==> src/rtl/riscv_pkg.sv <==
// riscv_pkg: funct3 load/store encodings, LSU FSM states and request legality check
package riscv_pkg;
  localparam logic [2:0] F3_LB  = 3'd0;
  localparam logic [2:0] F3_LH  = 3'd1;
  localparam logic [2:0] F3_LW  = 3'd2;
  localparam logic [2:0] F3_LBU = 3'd4;
  localparam logic [2:0] F3_LHU = 3'd5;
  localparam logic [2:0] F3_SB  = 3'd0;
  localparam logic [2:0] F3_SH  = 3'd1;
  localparam logic [2:0] F3_SW  = 3'd2;
  localparam logic [1:0] S_IDLE = 2'd0;
  localparam logic [1:0] S_BUSY = 2'd1;
  localparam logic [1:0] S_RESP = 2'd2;
  function automatic logic lsu_legal(input logic wr, input logic [2:0] f3, input logic [1:0] a);
    return (wr ? f3 <= F3_SW : (f3 <= F3_LW || f3 == F3_LBU || f3 == F3_LHU)) &&
           !(f3[1:0] == 2'd1 && a[0]) && !(f3[1:0] == 2'd2 && a != 2'd0);
  endfunction
endpackage

==> src/rtl/lsu_align.sv <==
// lsu_align: store lane replication/strobe and load shift/extension
module lsu_align
  import riscv_pkg::*;
(
  input  logic [2:0]  i_funct3,
  input  logic [1:0]  i_addr_lo,
  input  logic [31:0] i_wdata,
  input  logic [31:0] i_rdata,
  output logic [31:0] o_st_data,
  output logic [3:0]  o_st_strb,
  output logic [31:0] o_ld_data
);
  logic [31:0] w_sh;
  assign w_sh = i_rdata >> {i_addr_lo, 3'b000};
  assign o_st_data = i_funct3 == F3_SB ? {4{i_wdata[7:0]}} :
                     i_funct3 == F3_SH ? {2{i_wdata[15:0]}} : i_wdata;
  assign o_st_strb = i_funct3 == F3_SB ? 4'b0001 << i_addr_lo :
                     i_funct3 == F3_SH ? 4'b0011 << i_addr_lo : 4'b1111;
  assign o_ld_data = i_funct3 == F3_LB  ? {{24{w_sh[7]}}, w_sh[7:0]} :
                     i_funct3 == F3_LH  ? {{16{w_sh[15]}}, w_sh[15:0]} :
                     i_funct3 == F3_LW  ? w_sh :
                     i_funct3 == F3_LBU ? {24'b0, w_sh[7:0]} :
                     i_funct3 == F3_LHU ? {16'b0, w_sh[15:0]} : '0;
endmodule

==> src/rtl/lsu_core.sv <==
// lsu_core: RISC-V load/store unit, IDLE/BUSY/RESP handshake to a word-wide memory bus
module lsu_core
  import riscv_pkg::*;
#(
  parameter int TIMEOUT = 255
) (
  input  logic        clk,
  input  logic        reset,
  input  logic        req_valid,
  input  logic        req_write,
  input  logic [2:0]  req_funct3,
  input  logic [31:0] req_addr,
  input  logic [31:0] req_wdata,
  output logic        req_ready,
  output logic        rsp_valid,
  output logic [31:0] rsp_rdata,
  output logic        rsp_err,
  output logic        stall,
  output logic        mem_valid,
  output logic        mem_write,
  output logic [31:0] mem_addr,
  output logic [31:0] mem_wdata,
  output logic [3:0]  mem_wstrb,
  input  logic        mem_ready,
  input  logic [31:0] mem_rdata
);
  localparam int CW = TIMEOUT > 1 ? $clog2(TIMEOUT) : 1;
  logic [1:0]    r_state;
  logic [CW-1:0] r_cnt;
  logic [31:0]   r_addr, r_wdata, r_rdata;
  logic [2:0]    r_f3;
  logic [3:0]    r_wstrb;
  logic          r_write, r_err;
  logic          w_idle, w_busy, w_acc, w_legal, w_tmo;
  logic [2:0]    w_f3;
  logic [1:0]    w_alo;
  logic [31:0]   w_st_data, w_ld_data;
  logic [3:0]    w_st_strb;
  assign w_idle  = r_state == S_IDLE;
  assign w_busy  = r_state == S_BUSY;
  assign w_acc   = req_valid & w_idle;
  assign w_legal = lsu_legal(req_write, req_funct3, req_addr[1:0]);
  assign w_tmo   = r_cnt == CW'(TIMEOUT - 1);
  // Aligner sees the incoming request while idle, the latched one otherwise
  assign w_f3  = w_idle ? req_funct3 : r_f3;
  assign w_alo = w_idle ? req_addr[1:0] : r_addr[1:0];
  lsu_align u_align (
    .i_funct3 (w_f3),
    .i_addr_lo(w_alo),
    .i_wdata  (req_wdata),
    .i_rdata  (mem_rdata),
    .o_st_data(w_st_data),
    .o_st_strb(w_st_strb),
    .o_ld_data(w_ld_data)
  );
  always_ff @(posedge clk or negedge reset)
    if (!reset) begin
      r_state <= S_IDLE;
      r_cnt   <= '0;
      r_addr  <= '0;
      r_f3    <= '0;
      r_write <= 1'b0;
      r_wdata <= '0;
      r_wstrb <= '0;
      r_rdata <= '0;
      r_err   <= 1'b0;
    end else if (w_acc) begin
      r_state <= w_legal ? S_BUSY : S_RESP;
      r_cnt   <= '0;
      if (w_legal) begin
        r_addr  <= req_addr;
        r_f3    <= req_funct3;
        r_write <= req_write;
        r_wdata <= req_write ? w_st_data : '0;
        r_wstrb <= req_write ? w_st_strb : '0;
      end else begin
        r_rdata <= '0;
        r_err   <= 1'b1;
      end
    end else if (w_busy) begin
      if (mem_ready) begin
        r_state <= S_RESP;
        r_rdata <= r_write ? '0 : w_ld_data;
        r_err   <= 1'b0;
      end else if (w_tmo) begin
        r_state <= S_RESP;
        r_rdata <= '0;
        r_err   <= 1'b1;
      end else
        r_cnt <= r_cnt + CW'(1);
    end else if (r_state == S_RESP)
      r_state <= S_IDLE;
  assign req_ready = w_idle;
  assign stall     = (w_idle & req_valid) | w_busy;
  assign mem_valid = w_busy;
  assign mem_write = r_write;
  assign mem_addr  = {r_addr[31:2], 2'b00};
  assign mem_wdata = r_wdata;
  assign mem_wstrb = r_wstrb;
  assign rsp_valid = r_state == S_RESP;
  assign rsp_rdata = r_rdata;
  assign rsp_err   = r_err;
endmodule
==> config.mk <==
export PLATFORM = sky130hd
export DESIGN_NAME = lsu_core
export DESIGN_NICKNAME = d
export VERILOG_FILES = /design/src/rtl/riscv_pkg.sv /design/src/rtl/lsu_align.sv /design/src/rtl/lsu_core.sv
export SDC_FILE = /design/constraint.sdc
export NUM_CORES = 1
export LEC_CHECK = 0
export BUFFER_PORTS_ARGS = -buffer_cell sky130_fd_sc_hd__buf_2
export CORE_ASPECT_RATIO = 2
export CORE_MARGIN = 8
export CORE_UTILIZATION = 53
export CTS_BUF_LIST = sky130_fd_sc_hd__clkbuf_4 sky130_fd_sc_hd__clkbuf_8
export CTS_CLUSTER_SIZE = 8
export DETAILED_ROUTE_END_ITERATION = 12
export PLACE_DENSITY = 0.9
export SYNTH_ARGS = -nofsm -noshare
export SYNTH_HDL_FRONTEND = slang
export SYNTH_SLANG_ARGS = --single-unit
==> constraint.sdc <==
create_clock -name clk -period 2.5 [get_ports clk]
set_input_delay 0.5 -clock clk [delete_from_list [all_inputs] [get_ports clk]]
set_output_delay 0.5 -clock clk [all_outputs]
set_load 0.02 [all_outputs]
==> results.yml <==
floorplan:
  coreArea_mm2: 0.0117
  dieArea_mm2: 0.0159
  io_pins: 210
  die_h_um: 170
  initial_utilization: 0.540
  rows: 56
  die_x_um: 93.2
drt:
  via_per_inst: 5.84
  dr.pass1.iters: 5
  ant_nets: 0
  vias: 5806
  drc_errors: 0
  drt_first_iter_violations: 348
  routed_wl_um: 19900
  wl_per_cell_um: 20.0
place:
  io_buffer_count: 207
  placed_cell_area_mm2: 0.00738
  dp_slack_ps: -23.2
  hpwl_um: 14900
  gp_congestion: 0.939
setup_path:
  timing.rr.start: "r_state[0]"
  required_ps: 2000
  cp-startpoint: "r_state[0]"
  worstPathCellList: "inv_2, ha_4, buf_12, and2_4, buf_6, or2_2, buf_4"
  cpPeakStageDelay_ps: 380
  worstSetupPathType: "reg -> out"
  reg2reg_depth: 7
  critical_path.startpoint_type: "flop"
  r2r_end: "rsp_rdata[24]"
  critPathCaptureType: "primary output"
  worstPathArrival_ps: 1920
  path_max_fanout: 15
  critPathSlowestCell: "dfrtp_1"
  reg2reg_setup_slack_ps: 170
finish:
  n_antenna_cell: 0
  fillers: 954
  multi_input_area_mm2: 0.00291
  layout-drive-gt1-share: 0.384
  syn_to_final_growth_pct: 25.3
  final_nets: 945
  utilization: 0.677
  design_area_mm2: 0.00793
  seqCellArea_mm2: 0.00288
global_routing:
  grt_pass1_vias: 5895
  grt_first_pass_wirelength_um: 30900
  grt_antenna_before_repair: 0
  grt_start_max_net_pins: 66
  grt.total_usage: 0.247
  overflow: 0
logic_synthesis:
  synth_common_cells: "nand2_1 (143), dfrtp_1 (115), a21oi_1 (38), buf_4 (32), inv_1 (31)"
  async_reset_ff_frac: 1.00
  synth_area_mm2: 0.00632
  synth_ff_type: "dfrtp_1"
  synth_cells: 647
  synthDistinctLibCells: 71
  yosysWarnings: 0
  yosys.area.top_type: "dfrtp_1"
  synth_edf_count: 0
  avgSynthCellArea_um2: 9.77
  synth_seq_cells: 115
  yosys-top-cells-area: "dfrtp_1 (46%), nand2_1 (8.5%), buf_4 (3.8%), mux2_2 (3.2%), o31ai_1 (3.2%)"
  ys_seq_area_frac: 0.455
  yosysTopAreaCellShare: 0.455
  yosysMostFrequentCell: "nand2_1"
status:
  status: "completed"
cts:
  cts-buffers-inserted: 17
  path_clk_slew_ps: 70
  clk_latency_ps: 430
  clock-sinks: 115
  cts-root-buf: "clkbuf_8"
  cts-htree-levels: 4
  cts.path.max_buffers: 2
  cts_tree: "done"
timing:
  setup-violations-final: 0
  final.setup.worst_slack_ps: 75.2
  relSlewSlack: 0.547
  tightest_slew_ps: 677
  rsz0062_at_grt: "no"
  fin_crit_ps: 2420
  fin_crit_sh: 0.970
  fin_skew_ps: 7.10
  fmax_mhz: 412
  hold_violations: 0
  slew_violations: 0
power_and_ir_drop:
  vdd_drop_max_v: 0.000772
  power_density_mw_per_mm2: 1300
  p_total_w: 0.0103
  leakagePower_nw: 4.05
hold_path:
  min_to: "r_addr[10]"
  hold_class: "in -> reg"
  min-delay-start: "req_addr[10]"
  hold_depth: 3
run:
  maxCapViolCount: 0
[repair_timing]
item	4_1_cts	5_1_grt
gates resized for setup	4	5
cloned	0	1
endpoints found under the setup margin	17	17
pin swaps	0	1
hold buffers	1	0
endpoints found under the hold margin	20	0
setup buffers	2	2
[where the power goes]
group	switching (W)	internal [W]
Combinational	0.00317	0.00207
Sequential	0.000497	0.00261
Clock	0.000823	0.00111
Total	0.00449	0.00580
[through the flow]
step,hold WS (ps),cells,setup TNS [ps]
after floorplan,204,648,0
after global placement,410,956,0
after detailed placement,418,956,-185
after CTS,236,991,0
after global routing,241,994,0
final,261,994,0
[cell families after synthesis]
group	after synthesis	share of synthesized area
compound gates	170	0.198
xor+xnor	6	0.00831
fa+ha+maj	5	0.00989
buf+inv	106	0.0930
flops	115	0.455
mux	39	0.0791
other cells	1	0.000593
simple gates	205	0.156
[metal layers]
| layer | GRT usage | routed length, um | share of wire |
|---|---|---|---|
| met5 | 0 | 0 | 0 |
| met1 | 0.264 | 6910 | 0.35 |
| met2 | 0.430 | 10700 | 0.54 |
| met3 | 0.0671 | 1490 | 0.075 |
| met4 | 0.129 | 780 | 0.039 |
[flip-flops by register name, indices dropped and copies added (netlist names)]
register and count:
r_cnt 8, mem_write 1, r_f3 3, mem_wdata 32
rsp_err 1, r_state 2, r_addr 32, rsp_rdata 32
mem_wstrb 4
[critical path, delay by kind of cell, from the launching register on]
family	cells	cell delay, ps
fa+ha+maj	1	180
simple gates	2	430
buf+inv	4	520
flops	1	380
[area by class of cell]
cell class	instances	share of cell area
Inverter	31	0.0147
Clock inverter	14	0.0256
Clock buffer	18	0.0305
Tap cell	145	0.0229
Sequential cell	115	0.363
Timing Repair Buffer	244	0.176
Multi-Input combinational cell	427	0.368
[worst max-delay path by stage]
stage	endpoint	slack, ps
after floorplan	rsp_rdata[10]	130
after global placement	rsp_rdata[25]	70
after detailed placement	rsp_rdata[17]	-20
after CTS	stall	30
after global routing	stall	6
final	stall	80
[layout by cell type (no fill, tap or decap), types with 16 or more instances in the layout]
cell type  instances
a21oi_1           38
mux2_2            18
dfrtp_1          115
o31ai_1           26
nand2_1          143
inv_1             30
buf_2            205
clkbuf_8          17
a22o_1            16
o32ai_1           16
o21ai_0           22
buf_4             32
Note: power is estimated with default switching activity, not from simulation.
